==> src/rtl/io_pkg.sv <==
// Shared definitions for the io_target register-file target: FSM encoding,
// request opcodes, status byte layout and request classification.
package io_pkg;

    typedef enum logic [1:0] {
        IDLE = 2'd0,
        WAIT = 2'd1,
        RESP = 2'd2
    } io_state_e;

    localparam logic [1:0] WS_READ    = 2'd0;
    localparam logic [1:0] WS_WRITE   = 2'd1;
    localparam logic [1:0] WS_NONE    = 2'd2;
    localparam logic [1:0] WS_ILLEGAL = 2'd3;

    localparam int STAT_BUSY     = 0;
    localparam int STAT_ERR      = 1;
    localparam int STAT_MISALIGN = 2;
    localparam int STAT_RANGE    = 3;
    localparam int STAT_ILLEGAL  = 4;
    localparam int STAT_CNT_LSB  = 5;

    typedef struct packed {
        logic illegal;
        logic range_err;
        logic misalign;
    } err_flags_t;

    // Every matching cause is reported; causes are not mutually exclusive.
    function automatic err_flags_t classify(input logic [31:0] addr,
                                            input logic [1:0]  ws,
                                            input logic [31:0] depth);
        err_flags_t f;
        f.misalign  = (addr[1:0] != 2'b00);
        f.range_err = ({2'b00, addr[31:2]} >= depth);
        f.illegal   = (ws == WS_ILLEGAL);
        return f;
    endfunction

    function automatic logic any_err(input err_flags_t f);
        return f.illegal | f.range_err | f.misalign;
    endfunction

endpackage

==> src/rtl/io_target_mem.sv <==
// Word storage for io_target: DEPTH x 32, synchronous write, combinational
// read, cleared asynchronously while reset is low.
module io_target_mem #(
    parameter int DEPTH = 16,
    parameter int AW    = 4
) (
    input  logic          clk,
    input  logic          reset,
    input  logic          we,
    input  logic [AW-1:0] waddr,
    input  logic [31:0]   wdata,
    input  logic [AW-1:0] raddr,
    output logic [31:0]   rdata
);

    logic [31:0] words [DEPTH];

    generate
        for (genvar gi = 0; gi < DEPTH; gi++) begin : g_word
            logic [31:0] word_reg;

            always_ff @(posedge clk or negedge reset) begin
                if (!reset) begin
                    word_reg <= '0;
                end else if (we && (waddr == AW'(gi))) begin
                    word_reg <= wdata;
                end
            end

            assign words[gi] = word_reg;
        end
    endgenerate

    assign rdata = words[raddr];

endmodule

==> src/rtl/io_target.sv <==
// Single-outstanding request target: accepts a read/write in IDLE, inserts
// WAIT_STATES wait cycles, then returns a one-cycle response with status.
module io_target
    import io_pkg::*;
#(
    parameter int DEPTH       = 16,
    parameter int WAIT_STATES = 2
) (
    input  logic        clk,
    input  logic        reset,
    input  logic        req_valid,
    output logic        req_ready,
    input  logic [31:0] address,
    input  logic [31:0] data_in,
    input  logic [1:0]  write_select,
    output logic [31:0] data_out,
    output logic        resp_valid,
    output logic [7:0]  status
);

    localparam int          AW        = (DEPTH > 1) ? $clog2(DEPTH) : 1;
    localparam logic [3:0]  WAIT_LOAD = 4'(WAIT_STATES);
    localparam logic [31:0] DEPTH_W   = 32'(DEPTH);

    io_state_e   state_reg, state_next;
    logic [3:0]  wait_cnt_reg;
    logic [AW-1:0] idx_reg;
    logic [31:0] wdata_reg;
    logic [1:0]  ws_reg;
    err_flags_t  err_reg;
    logic [3:0]  flags_reg;
    logic [2:0]  resp_cnt_reg;

    logic          accept;
    logic          resp_enter;
    err_flags_t    in_err;
    err_flags_t    pend_err;
    logic [1:0]    pend_ws;
    logic [AW-1:0] pend_idx;
    logic [31:0]   pend_wdata;
    logic          mem_we;
    logic [31:0]   mem_rdata;

    assign in_err     = classify(address, write_select, DEPTH_W);
    assign accept     = (state_reg == IDLE) && req_valid && (write_select != WS_NONE);
    assign resp_enter = (state_next == RESP) && (state_reg != RESP);

    // With no wait states the response is entered on the accepting edge itself,
    // so the request fields come straight from the inputs rather than the capture.
    always_comb begin
        pend_ws    = ws_reg;
        pend_idx   = idx_reg;
        pend_wdata = wdata_reg;
        pend_err   = err_reg;
        if (state_reg == IDLE) begin
            pend_ws    = write_select;
            pend_idx   = address[AW+1:2];
            pend_wdata = data_in;
            pend_err   = in_err;
        end
    end

    always_comb begin
        state_next = state_reg;
        case (state_reg)
            IDLE: if (accept) state_next = (WAIT_STATES > 0) ? WAIT : RESP;
            WAIT: if (wait_cnt_reg <= 4'd1) state_next = RESP;
            RESP: state_next = IDLE;
            default: state_next = IDLE;
        endcase
    end

    always_ff @(posedge clk or negedge reset) begin
        if (!reset) begin
            state_reg    <= IDLE;
            wait_cnt_reg <= '0;
            idx_reg      <= '0;
            wdata_reg    <= '0;
            ws_reg       <= WS_READ;
            err_reg      <= '0;
            flags_reg    <= '0;
            resp_cnt_reg <= '0;
        end else begin
            state_reg <= state_next;
            if (accept) begin
                wait_cnt_reg <= WAIT_LOAD;
                idx_reg      <= address[AW+1:2];
                wdata_reg    <= data_in;
                ws_reg       <= write_select;
                err_reg      <= in_err;
            end else if (state_reg == WAIT) begin
                wait_cnt_reg <= wait_cnt_reg - 4'd1;
            end
            if (resp_enter) begin
                flags_reg    <= {pend_err.illegal, pend_err.range_err,
                                 pend_err.misalign, any_err(pend_err)};
                resp_cnt_reg <= resp_cnt_reg + 3'd1;
            end
        end
    end

    assign mem_we = resp_enter && (pend_ws == WS_WRITE) && !any_err(pend_err);

    io_target_mem #(
        .DEPTH (DEPTH),
        .AW    (AW)
    ) u_mem (
        .clk   (clk),
        .reset (reset),
        .we    (mem_we),
        .waddr (pend_idx),
        .wdata (pend_wdata),
        .raddr (idx_reg),
        .rdata (mem_rdata)
    );

    assign req_ready  = (state_reg == IDLE);
    assign resp_valid = (state_reg == RESP);
    assign data_out   = (resp_valid && (ws_reg == WS_READ) && !any_err(err_reg))
                        ? mem_rdata : 32'd0;

    always_comb begin
        status                        = '0;
        status[STAT_BUSY]             = (state_reg != IDLE);
        status[STAT_ERR]              = flags_reg[0];
        status[STAT_MISALIGN]         = flags_reg[1];
        status[STAT_RANGE]            = flags_reg[2];
        status[STAT_ILLEGAL]          = flags_reg[3];
        status[STAT_CNT_LSB +: 3]     = resp_cnt_reg;
    end

endmodule
==> config.mk <==
export PLATFORM = sky130hd
export DESIGN_NAME = io_target
export DESIGN_NICKNAME = d
export VERILOG_FILES = /design/src/rtl/io_pkg.sv /design/src/rtl/io_target_mem.sv /design/src/rtl/io_target.sv
export SDC_FILE = /design/constraint.sdc
export NUM_CORES = 1
export LEC_CHECK = 0
export BUFFER_PORTS_ARGS = -buffer_cell sky130_fd_sc_hd__buf_2
export CORE_MARGIN = 10
export CORE_UTILIZATION = 60
export DETAILED_ROUTE_END_ITERATION = 8
export HOLD_SLACK_MARGIN = 0.08
export PLACE_DENSITY = 0.79
export SLEW_MARGIN = 20
export SYNTH_ARGS = -nofsm -noshare
export SYNTH_HDL_FRONTEND = slang
export SYNTH_HIERARCHICAL = 1
export SYNTH_SLANG_ARGS = --single-unit
export TNS_END_PERCENT = 20
==> constraint.sdc <==
create_clock -name clk -period 4.7 [get_ports clk]
set_clock_uncertainty 0.1 [all_clocks]
set_input_delay 0.94 -clock clk [delete_from_list [all_inputs] [get_ports clk]]
set_output_delay 0.94 -clock clk [all_outputs]
set_load 0.05 [all_outputs]
==> results.tsv, run 1 <==
metric	value	unit
CTS H-tree lvls	2	
leakage power	0.0142	uW
Ys Warns	6	
Vias/cell	6.34	
CP Class	flip-flop to output port	
initial antenna violation count	0	
I/O Buffers	110	
via count of the first global-routing pass	16200	
Die Wd	227	um
FP Rows	75	
Clock power frac	0.323	
die area	51400	um^2
total negative slack	0	ps
via count	15000	
Syn Nets	1790	
share of post-route cells with drive strength above 1	0.512	
Flop pwr share	0.415	
drt first-iter violations	946	
Final Hold Viols	0	
Reg clk slew, reported paths	60	ps
postcts setup bufs	0	
slowest CP cell	dfrtp_4	
largest net degree at the start of global routing	112	
switching fraction of total power	0.335	
Max stage delay on crit path	780	ps
min Tclk post-route	4210	ps
NumNets Final	1850	
CTS Buf Count	56	
part of the Yosys area used for sequential elements	0.553	
CORE AREA	42100	um^2
Yosys top cell by area	dfrtp_1	
drt first pass iters	5	
Max Freq	237	MHz
syn_area_per_cell	14.9	um^2
critical path launch point type	flip-flop	
CTS max path bufs	3	
top-area cell type share of the netlist area	0.553	
ANT cells	0	
gp weighted congestion	0.775	
drt wl/cell	25.1	um
Seq cells post-synth	566	
Initial Util	0.608	
RSZ-0062 raised after global routing	no	
Netlist Area Pre-Place	25600	um^2
Crit Path Max Fanout	41	
Hold Slack	307	ps
GRT Util Overall	0.238	
Buf/Inv on CP	2	
slew of the pin with the lowest slew margin	1080	ps
area of the multi-input gates	10900	um^2
Post-route DRC	0	
Max VDD drop	578	uV
Slew Limit Fails	0	
Synth Instances	1718	
total of max-cap violations	0	
Total Routed Length	59300	um
Cell Pwr Density	479	nW/um^2
post_cts resized	0	
filler cell count	2822	
DRT antenna net count	0	
P_sw	4600	uW
Power, Total	13700	uW
CTS tree	yes	
Rel. slew slack	0.277	
Logic pwr share	0.263	
CTS Sinks	566	
first-pass GRT wire length	94100	um
Synth cell types	31	
final setup violation count	0	
Hold WC Path Type	input pin to asynchronous set/reset pin	
Crit. End Element	output port	
CP top delay family	flip-flops	
clock root cell	clkbuf_16	
IO Pins	111	
status	completed	
HPWL after DPL	36000	um
Congestion Overflow GR	0	
crit path DAT	3170	ps
Largest register FFs	512	
Area Overhead vs Synth	11.8	%
Final period util	0.897	
critical-path cell list	buf_12 -> mux4_2 -> a22oi_1 -> nand2_1 -> and2_1 -> buf_2	
register area	14200	um^2
Chip Height	227	um
total internal power	9130	uW
clock insertion delay at the later pin of the skew report	610	ps
WP data required	3660	ps
Area contributors post-synth	dfrtp_1 (55%), mux2_2 (24%), mux4_2 (11%), nand2_1 (2.3%), a22oi_1 (1.9%)	
hold buffers post-CTS	0	
[metal layers]
metal	GRT usage	up-vias	routed length [um]
met5	0	-	0
met4	0.0747	0	1560
met3	0.0346	105	2890
met2	0.389	385	29200
met1	0.325	8086	25600
li1	-	6390	-
[cell usage after synthesis]
| cell type | instances |
|---|---|
| dfrtp_1 | 566 |
| mux2_2 | 544 |
| nand2_1 | 156 |
| mux4_2 | 128 |
| clkbuf_1 | 74 |
| buf_2 | 67 |
| a22oi_1 | 64 |
| and2_1 | 33 |
| nor2_1 | 19 |
| mux2_1 | 9 |
| nor4_1 | 7 |
| nand2b_1 | 5 |
| nor2b_1 | 5 |
| o21ai_0 | 5 |
| buf_1 | 4 |
| nand3_1 | 4 |
| ha_1 | 3 |
| inv_1 | 3 |
| nand3b_1 | 3 |
| or3_1 | 3 |
| xnor2_1 | 3 |
| and3_1 | 2 |
| nand4b_1 | 2 |
| xor2_1 | 2 |
| inv_2 | 1 |
| nand4_1 | 1 |
| nor3_1 | 1 |
| nor3b_2 | 1 |
| nor4_2 | 1 |
| nor4_4 | 1 |
| o211ai_1 | 1 |
[power by group through the flow]
stage	combinational (uW)	sequential [uW]	clock (uW)
global placement	3490	5740	0
CTS	3630	5690	4500
detailed placement	3610	5770	0
floorplan	2510	5660	0
global route	3880	5750	4710
finish	3610	5690	4430
[cells in the final DEF (no fill, tap or decap), types with 11 or more instances in the layout]
master       n
dfrtp_1    564
nand2_1    155
buf_4       21
a22oi_1     64
clkinv_2    12
and2_1      32
buf_2      109
clkbuf_8    11
buf_12      16
clkbuf_16   57
clkbuf_1    15
mux4_2     128
mux2_2     544
[kinds of logic (layout without fill, tap and decap cells)]
group / after synthesis / count (layout) / share of synthesized area
adder cells (fa/ha/maj): 3 / 3 / 0.00146
multiplexers: 681 / 681 / 0.355
AO/OA/AOI/OAI: 70 / 70 / 0.0200
flip-flops: 566 / 566 / 0.553
AND/OR/NAND/NOR: 244 / 244 / 0.0436
buffers and inverters: 149 / 253 / 0.0251
XOR/XNOR: 5 / 5 / 0.00171
[cell type report]
| cell class | count | share of cell area |
|---|---|---|
| clock buffer | 83 | 0.0570 |
| clock inverter | 19 | 0.00642 |
| inverter | 4 | 0.000524 |
| multi-input combinational | 1003 | 0.382 |
| sequential | 566 | 0.495 |
| tap | 539 | 0.0235 |
| timing repair buffer | 147 | 0.0362 |
[path summary, 6_finish.rpt]
kind                            startpoint                           end  slack, ps  depth (start not counted)
hold / removal                       reset  u_mem/g_word[0].word_reg[18]        310                          1
min in group clk              wdata_reg[8]                  wdata_reg[8]        370                          2
hold reg to reg               wdata_reg[8]                  wdata_reg[8]        370                          2
setup reg to reg           wait_cnt_reg[0]  u_mem/g_word[4].word_reg[18]       1030                          9
max in group asynchronous            reset  u_mem/g_word[6].word_reg[27]       3160                          2
setup / recovery                idx_reg[0]                   data_out[9]        490                          6
[metrics by stage]
step / setup slack [ps] / instance area (um^2) / utilization / std cells
2_1_floorplan: 1300 / 25600 / - / 1718
3_3_place_gp: 1090 / 26800 / 0.637 / 2259
3_5_place_dp: 958 / 26800 / 0.637 / 2259
4_1_cts: 434 / 28700 / 0.680 / 2361
5_1_grt: 316 / 28700 / 0.680 / 2361
6_report: 486 / 28700 / 0.680 / 2361
[worst reg2reg max path: cells and delay by family (launching register included)]
family / cells / cell delay, ps
AND/OR/NAND/NOR: 6 / 2290
multiplexers: 1 / 500
flip-flops: 1 / 420
adder cells (fa/ha/maj): 1 / 160
buffers and inverters: 1 / 80
(Power assumes the default switching activity.)
==> run 2, diff against run 1 <==
- SETUP_SLACK_MARGIN: unset -> 0.5
==> results.tsv, run 2 (synthesis results as in run 1) <==
metric	value	unit	change
status	completed		
leakage power	0.0142	uW	about the same
switching fraction of total power	0.334		about the same
via count of the first global-routing pass	16200		+0.080%
final setup margin	621	ps	+134 ps
clock insertion delay at the later pin of the skew report	610	ps	about the same
FF-to-FF setup slack	1040	ps	about the same
Largest register FFs	512		unchanged
HPWL after DPL	36000	um	unchanged
CTS max path bufs	3		unchanged
P_sw	4600	uW	about the same
slew of the pin with the lowest slew margin	1100	ps	+13.2 ps
Reg clk slew, reported paths	60	ps	about the same
Worst R2R Start	wait_cnt_reg[0]		
Max Freq	245	MHz	+3.3%
total negative slack	0	ps	unchanged
IO Pins	111		unchanged
ANT cells	0		unchanged
via count	14900		-0.49%
Chip Height	227	um	unchanged
filler cell count	2817		-0.18%
GRT Util Overall	0.238		+0.000553
Post-route DRC	0		unchanged
final design utilization	0.681		about the same
drt wl/cell	25.1	um	about the same
Setup crit end	data_out[9]		
DRT antenna net count	0		unchanged
Congestion Overflow GR	0		unchanged
total internal power	9150	uW	+0.23%
Initial Util	0.608		unchanged
largest net degree at the start of global routing	112		unchanged
worst setup path startpoint	idx_reg[0]		
Die Wd	227	um	unchanged
Final period util	0.868		-0.0285
Slew Limit Fails	0		unchanged
CTS Sinks	566		unchanged
WP data required	3660	ps	about the same
first-pass GRT wire length	94300	um	+0.15%
CP Class	flip-flop to output port		
critical path launch point type	flip-flop		
Clock power frac	0.322		about the same
Placed Cells	2259		unchanged
Logic pwr share	0.266		+0.003
Rel. slew slack	0.268		-0.00880
crit path DAT	3040	ps	-130 ps
CTS Buf Count	56		unchanged
share of post-route cells with drive strength above 1	0.512		about the same
most frequent cells in the layout	dfrtp_1 (564), mux2_2 (544), nand2_1 (155)		
NumNets Final	1851		+0.054%
clock root cell	clkbuf_16		
initial antenna violation count	0		unchanged
RSZ-0062 raised after global routing	no		
gp weighted congestion	0.775		unchanged
Max VDD drop	580	uV	+0.28%
FP Rows	75		unchanged
r2r worst-path depth	9		unchanged
drt first pass iters	5		unchanged
Hold WC Path Type	input pin to asynchronous set/reset pin		
final cell count without fillers	2362		+0.042%
Total Routed Length	59300	um	+0.12%
CTS H-tree lvls	2		unchanged
Final Hold Viols	0		unchanged
die area	51400	um^2	unchanged
total of max-cap violations	0		unchanged
Flop pwr share	0.412		-0.003
Area Overhead vs Synth	11.9	%	about the same
final setup violation count	0		unchanged
Crit Path Max Fanout	41		unchanged
min Tclk post-route	4080	ps	-134 ps
R2R Path End	u_mem/g_word[8].word_reg[25]		
I/O Buffers	110		unchanged
Vias/cell	6.31		-0.53%
DP Worst Slack	958	ps	unchanged
commonest non-fill, non-tap cell in the layout	dfrtp_1		
Crit. End Element	output port		
Cell Pwr Density	479	nW/um^2	about the same
CORE AREA	42100	um^2	unchanged
CTS tree	yes		
drt first-iter violations	1029		+8.8%
[run 2: cell types whose count changed in the layout (fill, tap and decap cells not counted)]
cell    delta
buf_16     +1
[run 2: how the worst min path moves through the flow]
stage                        startpoint  slack (ps)  cells past startpoint                           end
after global placement     wdata_reg[0]         350                      2                  wdata_reg[0]
after detailed placement  wdata_reg[27]         360                      2                 wdata_reg[27]
after global routing              reset         370                      1  u_mem/g_word[2].word_reg[18]
after floorplan            wdata_reg[0]         340                      2                  wdata_reg[0]
final                             reset         310                      1  u_mem/g_word[0].word_reg[18]
after CTS                         reset         340                      1  u_mem/g_word[0].word_reg[18]
[run 2: per-stage QoR]
step | hold slack [ps] | total power, uW | area (um^2)
5_1_grt | 374 | 14400 | 28700
6_report | 310 | 13800 | 28700
3_5_place_dp | 356 | 9390 | 26800
2_1_floorplan | 340 | 8170 | 25600
3_3_place_gp | 351 | 9230 | 26800
4_1_cts | 336 | 13800 | 28700
[run 2: power by group through the flow]
stage          sequential [uW]  clock [uW]  combinational, uW
6_report                  5670        4430               3660
5_1_grt                   5720        4710               3930
4_1_cts                   5660        4500               3690
3_5_place_dp              5770           0               3610
3_3_place_gp              5740           0               3490
2_1_floorplan             5660           0               2510
[run 2: area by class of cell]
class | instances | area [um^2] | share of cell area
Tap cell | 539 | 674 | 0.0235
Sequential cell | 566 | 14200 | 0.494
Timing Repair Buffer | 148 | 1070 | 0.0372
Clock buffer | 83 | 1630 | 0.0570
Inverter | 4 | 15.0 | 0.000523
Clock inverter | 19 | 184 | 0.00641
Multi-Input combinational cell | 1003 | 10900 | 0.381
[run 2: timing repair]
action | 4_1_cts | 5_1_grt
setup buffers | 1 | 0
gates resized for setup | 0 | 0
endpoints found under the hold margin | 0 | 0
endpoints found under the setup margin | 12 | 0
hold buffers | 0 | 0
[run 2: layer usage]
| layer | vias to the layer above | share of wire | global-route usage |
|---|---|---|---|
| met1 | 8065 | 0.43 | 0.326 |
| met3 | 91 | 0.046 | 0.0341 |
| li1 | 6390 | - | - |
| met2 | 347 | 0.49 | 0.388 |
| met4 | 0 | 0.027 | 0.0807 |
| met5 | - | 0 | 0 |
[run 2: worst max-delay path, stage by stage, from the launching register on]
cell and delay [ps]:
dfrtp_4 660, buf_12 370, mux4_2 560, a22oi_1 250
nand2_1 170, and2_1 180, buf_2 210
